`src/rtl/ram_2r1w_access_ctrl.sv`:
```
// Request-side controller in front of a 2R1W RAM macro (shared RW port 0, read-only port 1).
// Latency: read data returns with rvalid RD_LAT cycles after the read handshake.
// Backpressure: write beats read A unless read A has starved for STARVE_LIM cycles; read B stalls
// on a same-address write (optional RAMCTL_BYPASS_EN forwards full-mask writes instead).
module ram_2r1w_access_ctrl #(
  parameter int ADDR_WIDTH = 8,
  parameter int DATA_WIDTH = 32,
  parameter int NUM_WMASKS = 4,
  parameter int RD_LAT     = 1,
  parameter int STARVE_LIM = 4
) (
  input  logic                  clk,
  input  logic                  rst_l,
  input  logic                  wr_valid,
  output logic                  wr_ready,
  input  logic [ADDR_WIDTH-1:0] wr_addr,
  input  logic [DATA_WIDTH-1:0] wr_data,
  input  logic [NUM_WMASKS-1:0] wr_mask,
  input  logic                  ra_valid,
  output logic                  ra_ready,
  input  logic [ADDR_WIDTH-1:0] ra_addr,
  output logic                  ra_rvalid,
  output logic [DATA_WIDTH-1:0] ra_rdata,
  input  logic                  rb_valid,
  output logic                  rb_ready,
  input  logic [ADDR_WIDTH-1:0] rb_addr,
  output logic                  rb_rvalid,
  output logic [DATA_WIDTH-1:0] rb_rdata,
  output logic                  ram_csb,
  output logic                  ram_web,
  output logic [NUM_WMASKS-1:0] ram_wmask,
  output logic [ADDR_WIDTH-1:0] ram_addr,
  output logic [DATA_WIDTH-1:0] ram_din,
  input  logic [DATA_WIDTH-1:0] ram_dout,
  output logic                  ram_csb1,
  output logic [ADDR_WIDTH-1:0] ram_addr1,
  input  logic [DATA_WIDTH-1:0] ram_dout1
);

  localparam logic [3:0] LIM = 4'(STARVE_LIM);

  logic [3:0]        starve_cnt_q, starve_cnt_d;
  logic [RD_LAT-1:0] ra_vld_q;
  logic [RD_LAT-1:0] rb_vld_q;
  logic [DATA_WIDTH-1:0] ra_hold_q;
  logic [DATA_WIDTH-1:0] rb_hold_q;
  logic [DATA_WIDTH-1:0] rb_src_dat;

  logic force_ra;
  logic wr_acc;
  logic ra_acc;
  logic rb_acc;
  logic collide;
  logic rb_stall;
  logic rb_fwd;
  logic p1_read;

`ifdef RAMCTL_BYPASS_EN
  logic [RD_LAT-1:0]     rb_fwd_q;
  logic [DATA_WIDTH-1:0] fwd_dat_q [RD_LAT];
`endif

  // Port arbitration and handshakes; readies depend only on valids, addresses and the starve count.
  always_comb begin
    force_ra = ra_valid && (starve_cnt_q == LIM);
    wr_ready = rst_l && !force_ra;
    ra_ready = rst_l && (force_ra || !wr_valid);
    wr_acc   = wr_valid && wr_ready;
    ra_acc   = ra_valid && ra_ready;
    collide  = wr_acc && (rb_addr == wr_addr);
`ifdef RAMCTL_BYPASS_EN
    // A full-mask write fully defines the word, so read B can take it straight from the write bus.
    rb_fwd   = collide && (&wr_mask);
    rb_stall = collide && !(&wr_mask);
`else
    rb_fwd   = 1'b0;
    rb_stall = collide;
`endif
    rb_ready = rst_l && !rb_stall;
    rb_acc   = rb_valid && rb_ready;
    p1_read  = rb_acc && !rb_fwd;

    ram_csb   = !(wr_acc || ra_acc);
    ram_web   = !wr_acc;
    ram_wmask = wr_acc ? wr_mask : '0;
    ram_addr  = wr_acc ? wr_addr : (ra_acc ? ra_addr : '0);
    ram_din   = wr_acc ? wr_data : '0;
    ram_csb1  = !p1_read;
    ram_addr1 = p1_read ? rb_addr : '0;
  end

  // Starvation counter: counts consecutive cycles read A waits, saturating at the limit.
  always_comb begin
    starve_cnt_d = '0;
    if (ra_valid && !ra_ready) begin
      starve_cnt_d = (starve_cnt_q == LIM) ? LIM : starve_cnt_q + 4'd1;
    end
  end

  // Read B data source: forwarded write data when the matching response was bypassed.
  always_comb begin
    rb_src_dat = ram_dout1;
`ifdef RAMCTL_BYPASS_EN
    if (rb_fwd_q[RD_LAT-1]) rb_src_dat = fwd_dat_q[RD_LAT-1];
`endif
  end

  // Response outputs: live macro data on the rvalid cycle, held value otherwise, zero in reset.
  always_comb begin
    ra_rvalid = rst_l && ra_vld_q[RD_LAT-1];
    rb_rvalid = rst_l && rb_vld_q[RD_LAT-1];
    ra_rdata  = '0;
    rb_rdata  = '0;
    if (rst_l) begin
      ra_rdata = ra_vld_q[RD_LAT-1] ? ram_dout   : ra_hold_q;
      rb_rdata = rb_vld_q[RD_LAT-1] ? rb_src_dat : rb_hold_q;
    end
  end

  // Sequential state: starve counter, latency pipelines and held read data.
  always_ff @(posedge clk) begin
    if (!rst_l) begin
      starve_cnt_q <= '0;
      ra_vld_q     <= '0;
      rb_vld_q     <= '0;
      ra_hold_q    <= '0;
      rb_hold_q    <= '0;
    end else begin
      starve_cnt_q <= starve_cnt_d;
      ra_vld_q[0]  <= ra_acc;
      rb_vld_q[0]  <= rb_acc;
      for (int i = 1; i < RD_LAT; i++) begin
        ra_vld_q[i] <= ra_vld_q[i-1];
        rb_vld_q[i] <= rb_vld_q[i-1];
      end
      if (ra_vld_q[RD_LAT-1]) ra_hold_q <= ram_dout;
      if (rb_vld_q[RD_LAT-1]) rb_hold_q <= rb_src_dat;
    end
  end

`ifdef RAMCTL_BYPASS_EN
  // Forwarding pipeline: carries bypassed write data alongside the read B valid.
  always_ff @(posedge clk) begin
    if (!rst_l) begin
      rb_fwd_q <= '0;
      for (int i = 0; i < RD_LAT; i++) fwd_dat_q[i] <= '0;
    end else begin
      rb_fwd_q[0]  <= rb_acc && rb_fwd;
      fwd_dat_q[0] <= wr_data;
      for (int i = 1; i < RD_LAT; i++) begin
        rb_fwd_q[i]  <= rb_fwd_q[i-1];
        fwd_dat_q[i] <= fwd_dat_q[i-1];
      end
    end
  end
`endif

endmodule

```
`config.mk`:
```
export PLATFORM = sky130hd
export DESIGN_NAME = ram_2r1w_access_ctrl
export DESIGN_NICKNAME = d
export VERILOG_FILES = /design/src/rtl/ram_2r1w_access_ctrl.sv
export SDC_FILE = /design/constraint.sdc
export NUM_CORES = 1
export LEC_CHECK = 0
export CAP_MARGIN = 20
export CORE_UTILIZATION = 34
export CTS_BUF_LIST = sky130_fd_sc_hd__clkbuf_8
export DETAILED_ROUTE_END_ITERATION = 12
export PLACE_DENSITY = 0.92
export SLEW_MARGIN = 10
export SYNTH_ARGS = -nofsm -noshare
export SYNTH_HDL_FRONTEND = slang
export SYNTH_SLANG_ARGS = --single-unit
```
`constraint.sdc`:
```
create_clock -name clk -period 2.4 [get_ports clk]
set_clock_uncertainty 0.2 [all_clocks]
set_input_delay 0.24 -clock clk [delete_from_list [all_inputs] [get_ports clk]]
set_output_delay 0.24 -clock clk [all_outputs]
set_load 0.1 [all_outputs]
```
==> Word level (Yosys, flattened, before mapping) <==
Cells that the tools add are included.
{ "word_totals": {"register_bits": 70, "in_bits": 129, "out_inout_bits": 124, "wordCells": 43} }
{ "classes": {"n_addsub": 1, "n_eq_ne": 2, "mux": 10, "n_bitwise": 2, "n_reduce_logical": 22} }
{ "op_table": {"columns": ["operator", "n"], "rows": [
  ["32-bit 2-to-1 mux", 5],
  ["8-bit 2-to-1 mux", 3],
  ["1-bit logical AND", 11],
  ["8-bit equality test", 1],
  ["1-bit logical NOT", 7],
  ["4-bit by 1-bit adder with 4-bit output (second input constant)", 1],
  ["4-bit by 3-bit equality test with 1-bit output (second input constant)", 1],
  ["4-bit 2-to-1 mux", 1],
  ["3-bit 2-to-1 mux", 1],
  ["3-bit OR reduction", 1],
  ["1-bit logical OR", 2],
  ["1-bit inverter", 2],
  ["2-bit AND reduction", 1]
]} }

==> Logic depth before layout (Yosys ltp) <==
Gate-level depths: netlist (run 1).
{ "logic_depth": {"ltp_word": 10, "depth_mapped": 7, "mapped_depth_nobuf": 6} }

==> Worst setup path after synthesis (run 1) <==
Ideal clock, no wire load.
{ "synth_timing": {"path_type": "reg-to-output", "start": "register starve_cnt_q[0]", "end": "output port ram_addr1[0]", "t_arrival_ns": 3.225, "required_time_ns": 1.960, "slack_ns": -1.265, "stages_incl_launch_ff": 8, "path_buffers": 1, "cell_sequence": "dfxtp_1 -> inv_1 -> ha_1 -> nand4b_4 -> nand4_1 -> nor4_2 -> buf_4 -> nor3b_1"} }
{ "synth_between": {"elab_chain_cells": 10} }
{ "synth_lines": {"columns": ["element", "line", "source"], "rows": [
  ["from (decl)", "42", "logic [3:0] starve_cnt_q, starve_cnt_d;"],
  ["from (signal assigned)", "129", "starve_cnt_q <= starve_cnt_d;"],
  ["4-bit by 3-bit equality test with 1-bit output", "65", "force_ra = ra_valid && (starve_cnt_q == LIM);"],
  ["1-bit logical AND", "65", null],
  ["1-bit logical NOT", "66", "wr_ready = rst_l && !force_ra;"],
  ["1-bit logical AND", "66", null],
  ["1-bit logical AND", "68", "wr_acc = wr_valid && wr_ready;"],
  ["1-bit logical AND", "70", "collide = wr_acc && (rb_addr == wr_addr);"],
  ["1-bit logical NOT", "79", "rb_ready = rst_l && !rb_stall;"],
  ["1-bit logical AND", "79", null],
  ["1-bit logical AND", "80", "rb_acc = rb_valid && rb_ready;"],
  ["8-bit 2-to-1 mux", "89", "ram_addr1 = p1_read ? rb_addr : '0;"],
  ["to (decl)", "36", "output logic [ADDR_WIDTH-1:0] ram_addr1,"]
]} }
Every way passes these cells.

==> Worst setup path in the final report (run 1) <==
{ "layout_timing": {"start": "register starve_cnt_q[1]", "end": "output port ram_addr[4]"} }
{ "layout_between": {"elab_chain_cells": 7, "elab_cells_between_ends": 10, "cone_classes": "1 x eq/ne; 2 x mux; 7 x reduce/logical"} }
{ "layout_lines": {"columns": ["element", "line", "source"], "rows": [
  ["4-bit by 3-bit equality test with 1-bit output (*)", "65", null],
  ["1-bit logical AND (*)", "65", null],
  ["1-bit logical OR", "67", "ra_ready = rst_l && (force_ra || !wr_valid);"],
  ["1-bit logical AND", "67", null],
  ["1-bit logical AND", "69", "ra_acc = ra_valid && ra_ready;"],
  ["8-bit 2-to-1 mux", "86", "ram_addr = wr_acc ? wr_addr : (ra_acc ? ra_addr : '0);"],
  ["8-bit 2-to-1 mux (*)", "86", null],
  ["to (decl)", "32", "output logic [ADDR_WIDTH-1:0] ram_addr,"]
]} }
Mark *: on every way between the ends. The rest lies on a longest branch, timed or not.

==> reports/metrics.yaml, run 1 <==
syn_avg_cell_area_sq_um: 10.5
drt-initial-drc-count: 63
worstPathArrival_ps: 1960
start_util: 0.352
yosys_warnings: 0
grt_setup_unrepaired: "true"
cts_tree: "done"
num_io_pins: 253
yosysTopAreaCellShare: 0.431
root_buffer: "clkbuf_8"
met2WireLength_mm: 7.46
ir_drop_v: 0.000484
crit_type: "flip-flop to primary output"
synthDistinctLibCells: 28
die_area_sq_um: 9960
highest_layer: "met4"
fillers: 483
status: "complete, no violations"
wirelength_mm: 13.3
rows: 35
required_ps: 1960
fp.dieH_um: 99.8
num_vias: 3273
path_clk_slew_ps: 70
hpwlAfterDp_mm: 10.7
grt_overflow: 0
hold_viol: 0
crit_fanout: 10
seq_area_frac_synth: 0.431
end_kind: "primary output"
first_pass_iters: 4
fin_crit_sh: 0.999
drive_above_1_share: 0.458
place.port_buffers: 252
synthTopCellsByArea: "dfxtp_1 43%, mux2i_1 20%, nor2b_1 12%, and2_4 5.4%, and2_1 3.8%"
synthCells: 310
grt_pass1_vias: 3575
power.density_nw_per_um2: 501
grt_pass1_wl_mm: 19.6
core_area_sq_um: 9240
maxCapViolations: 0
wl_met3_um: 937
htreeDepth: 3
synth_top_cell_by_area: "dfxtp_1"
timing.fmax_mhz: 417
area_growth_pct: 137
hold_ws_ps: 255
worstMarginPinSlew_ps: 673
worstSkewPairLatency_ps: 320
grtUsageTotal: 0.261
finalPower_mw: 3.87
setup_viol: 0
cts_buffers: 9
m1WireLength_mm: 4.32
hold_buffers: 0
final_cell_area_sq_um: 7710
final_nets: 695
max_slew_margin: 0.550
die_w_um: 99.8
postLayoutCoreUtil: 0.834
min_path_type: "flip-flop to flip-flop"
fin_crit_ps: 2400
vias_per_cell: 4.69
ant_nets: 0
grt_max_degree: 67
cp-start-kind: "flip-flop"
drc: 0
wl_per_cell_um: 19.1
syn-cell-area_sq_um: 3250
grt_antenna_before_repair: 1
placed_cell_area_sq_um: 7420
ys_ff_latch: 70
cts.sinks: 70
syn-num-nets: 441
slew_violations: 0
power_leakage_nw: 3.03
finalWeightedCongestion: 0.770
clockBufferDepth: 2
-- critical path, stage by stage, from the launching register on --
cell	delay [ps]
dfxtp_2	340
inv_2	60
ha_4	140
nand4b_4	110
buf_4	170
a21boi_4	160
and2_4	300
a22o_4	170
buf_12	170
-- cells in the mapped netlist --
cell and number:
dfxtp_1 70, mux2i_1 64, nor2b_1 64, and2_1 20
and2_4 20, buf_2 10, a22o_1 8, nor3b_1 8
clkbuf_1 7, xnor2_1 6, nor2_1 5, buf_6 3
inv_1 3, xor2_1 3, buf_4 2, ha_1 2
nand2_1 2, nand3_1 2, nand4_1 2, a21boi_2 1
and2b_1 1, and3_1 1, and3_4 1, nand2b_1 1
nand4b_4 1, nor4_2 1, o21ai_0 1, or2_1 1
-- layer usage --
layer | vias to the layer above | GRT usage
li1 | 1532 | -
met1 | 1546 | 0.241
met2 | 161 | 0.515
met3 | 34 | 0.0787
met4 | 0 | 0.129
met5 | - | 0
-- through the flow --
stage	setup slack (ps)	TNS, ps	std cells
finish	2.09	0	698
floorplan	-243	-1940	310
CTS	-59.4	-136	695
detailed placement	-3.41	-3.41	678
global route	-83.8	-1260	698
global placement	10.8	0	678
-- registers in the layout, summed over array words and instances, names as in the netlist --
signal,count
ra_hold_q,32
ra_vld_q,1
starve_cnt_q,4
rb_hold_q,32
rb_vld_q,1
-- cell type report --
cell class	instances	area, sq um	share of cell area
clock buffer	10	138	0.0179
multi-input combinational	216	2040	0.264
timing repair buffer	264	3870	0.502
antenna	1	2.50	0.000325
clock inverter	5	82.6	0.0107
sequential	70	1410	0.182
inverter	3	11.3	0.00146
tap	129	161	0.0209
-- power breakdown --
part | internal, mW | switching, mW
sequential | 1.21 | 0.0246
combinational | 0.662 | 0.921
clock | 0.612 | 0.438
total | 2.48 | 1.38
-- timing repair --
| item | CTS | global route |
|---|---|---|
| gates resized for setup | 2 | 6 |
| setup endpoints to repair | 47 | 10 |
| pin swaps | 2 | 6 |
| hold endpoints to repair | 0 | 0 |
| setup buffers | 1 | 2 |
| gates cloned | 1 | 0 |
-- cells by family (layout without fill, tap and decap cells) --
family	after synthesis	in the layout	synth area share
XOR/XNOR	9	9	0.0242
AND/OR/NAND/NOR	130	131	0.272
multiplexers	64	64	0.197
AO/OA/AOI/OAI	10	10	0.0265
adder cells (fa/ha/maj)	2	2	0.00769
other	0	1	0
flip-flops	70	70	0.431
buffers and inverters	25	282	0.0419
-- final timing paths --
| check | from | endpoint | slack [ps] | cells after the start |
|---|---|---|---|---|
| worst min register to register | starve_cnt_q[0] | starve_cnt_q[0] | 250 | 1 |
| worst max register to register | starve_cnt_q[0] | starve_cnt_q[2] | 610 | 7 |
| worst min-delay path | starve_cnt_q[0] | starve_cnt_q[0] | 250 | 1 |
| worst max-delay path | starve_cnt_q[1] | ram_addr[4] | 2 | 8 |
-- placed cells by master, fill, tap and decap left out, types with 5 or more instances in the layout --
cell and instances:
buf_12 125, buf_4 10, clkdlybuf4s50_1 125, a22o_4 8
nor2b_1 6, dfxtp_1 66, and2_1 19, nor3b_2 5
and2_4 21, clkbuf_8 10, nor2b_2 58, xnor2_1 6
mux2i_1 64
Power figures use the tool's default switching activity.
==> inputs of run 2 (changes only) <==
- GPL_TIMING_DRIVEN: default -> 0
==> run 2 against run 1 <==
Non-clock buffer count rose by 16. Maximum frequency decreased by 1.0%. Register-to-register slack got worse by 20 ps. Setup slack worse by 25 ps. Die area stayed put. Final cell count increased by 2.3%. The run now ends with setup timing left. Design area shrank 17%. Worst hold slack improved by 69 ps. Highest routed layer unchanged. Clock-buffer cell count unchanged.
==> reports/metrics.yaml, run 2 (synthesis results as in run 1) <==
critPathMaxStageDelay_ps: 340  # about the same
drt-initial-drc-count: 34  # -46%
area_growth_pct: 96.5
grt_overflow: 0  # unchanged
clockBufferDepth: 2  # unchanged
instances_no_fill: 714  # +2.3%
worst_slack_ps: -23.0  # -25.1 ps
maxCapViolations: 0  # unchanged
crit_fanout: 5  # -5
grt_setup_unrepaired: "true"
start_util: 0.352  # unchanged
worstPathArrival_ps: 1980  # +20 ps
core_area_sq_um: 9240  # unchanged
reg2regPathDepth: 8  # +1
ant_nets: 0  # unchanged
path_clk_slew_ps: 70  # about the same
htreeDepth: 3  # unchanged
timing.fmax_mhz: 413  # -1.0%
path_buf_inv: 3  # unchanged
vias_per_cell: 4.50  # -4.0%
drive_above_1_share: 0.461  # +0.00366
wl_per_cell_um: 16.3  # -15%
cp_slowest_cell: "dfxtp_2"
hpwlAfterDp_mm: 9.33  # -12%
cts_tree: "done"
power.density_nw_per_um2: 567  # +13%
fp.dieH_um: 99.8  # unchanged
grt_antenna_before_repair: 2  # +1
placed_cell_area_sq_um: 6230  # -16%
rows: 35  # unchanged
worstPathCellList: "inv_2, ha_4, nand4b_4, nand4_1, nor4_4, buf_6, or2_4, buf_12"
grt_max_degree: 13  # -81%
top_regs: "ra_hold_q: 32 flops, rb_hold_q: 32 flops, starve_cnt_q: 4 flops"
finalWeightedCongestion: 0.800  # +3.8%
hold_ws_ps: 324  # +69.0 ps
setup_viol: 1  # +1
hold_end: "starve_cnt_q[0]"
cts_buffers: 9  # unchanged
num_vias: 3215  # -1.8%
holdPathStages: 2  # +1
drc: 0  # unchanged
fin_crit_ps: 2420  # +25.1 ps
cp-start-kind: "flip-flop"
min_path_type: "flip-flop to flip-flop"
final_nets: 710  # +2.2%
crit_type: "flip-flop to primary output"
worstSkewPairLatency_ps: 330  # about the same
placedCellCount: 691  # +1.9%
violations: "setup timing"
root_buffer: "clkbuf_8"
finalSetupTns_ps: -23.0  # -23.0 ps
final_common_cell: "clkdlybuf4s50_1"
wirelength_mm: 11.6  # -13%
slew_violations: 0  # unchanged
hold_viol: 0  # unchanged
grtUsageTotal: 0.230  # -0.0316
first_pass_iters: 4  # unchanged
num_io_pins: 253  # unchanged
hp-start: "starve_cnt_q[0]"
ir_drop_v: 0.000473  # -2.3%
status: "finished with violations"
critPathLaunch: "starve_cnt_q[0]"
grt_pass1_vias: 3454  # -3.4%
max_slew_margin: 0.623  # +0.0727
end_kind: "primary output"
power_leakage_nw: 2.72  # -10%
cts.sinks: 70  # unchanged
final_cell_area_sq_um: 6390  # -17%
die_area_sq_um: 9960  # unchanged
die_w_um: 99.8  # unchanged
worstMarginPinSlew_ps: 569  # -105 ps
required_ps: 1960  # about the same
layout_common_cells: "127 x clkdlybuf4s50_1, 68 x dfxtp_1, 64 x mux2i_1"
worst_r2r_endpoint: "rb_vld_q"
fin_crit_sh: 1.01  # +0.0105
grt_pass1_wl_mm: 17.5  # -11%
r2r_start: "starve_cnt_q[0]"
rrSetupSlack_ps: 590  # -20 ps
critical_path.top_delay_family: "simple AND/OR/NAND/NOR gates"
place.port_buffers: 252  # unchanged
==> run 2: tightest hold or removal path: stages, from the launching register on <==
cell and delay, ps:
dfxtp_2 340, buf_4 110, nor2_1 40
==> run 2: area by class of cell <==
| type | count | area (sq um) |
|---|---|---|
| antenna | 2 | 5.00 |
| buffer | 22 | 139 |
| clock buffer | 10 | 138 |
| clock inverter | 5 | 81.3 |
| fill | 717 | 2850 |
| inverter | 3 | 11.3 |
| multi-input combinational | 215 | 2010 |
| sequential | 70 | 1400 |
| tap | 129 | 161 |
| timing repair buffer | 258 | 2440 |
==> run 2: layer usage <==
layer / up-vias / global-route usage / routed length, um
met5: - / 0 / 0
met4: 0 / 0.0769 / 241
met3: 17 / 0.0696 / 878
met2: 145 / 0.452 / 6380
met1: 1490 / 0.225 / 4110
li1: 1563 / - / -
==> run 2: repair_timing <==
item	4_1_cts	5_1_grt
gates cloned	1	0
gates resized for setup	705	61
hold buffers	0	0
pin swaps	4	0
buffers inserted	4	1
endpoints found under the setup margin	124	64
==> run 2: how the worst max path moves through the flow <==
stage	to	slack (ps)	cells after the start
floorplan	ram_addr1[0]	-240	7
global placement	ram_addr1[1]	-1120	5
detailed placement	ram_addr1[1]	-1110	5
CTS	ram_csb1	-50	8
global route	ram_csb1	-130	8
finish	ram_csb1	-20	8
==> run 2: power breakdown <==
| group | internal (mW) | leakage, nW | switching (mW) |
|---|---|---|---|
| Sequential | 1.21 | 0.572 | 0.0118 |
| Combinational | 0.462 | 2.04 | 0.878 |
| Clock | 0.610 | 0.109 | 0.450 |
| Total | 2.28 | 2.72 | 1.34 |
==> run 2: through the flow <==
| step | power, mW | worst slack [ps] | util |
|---|---|---|---|
| after floorplan | 2.15 | -243 | - |
| after global routing | 3.75 | -131 | 0.691 |
| after CTS | 3.62 | -45.1 | 0.671 |
| after detailed placement | 2.59 | -1110 | 0.674 |
| final | 3.62 | -23.0 | 0.691 |
| after global placement | 2.57 | -1120 | 0.674 |
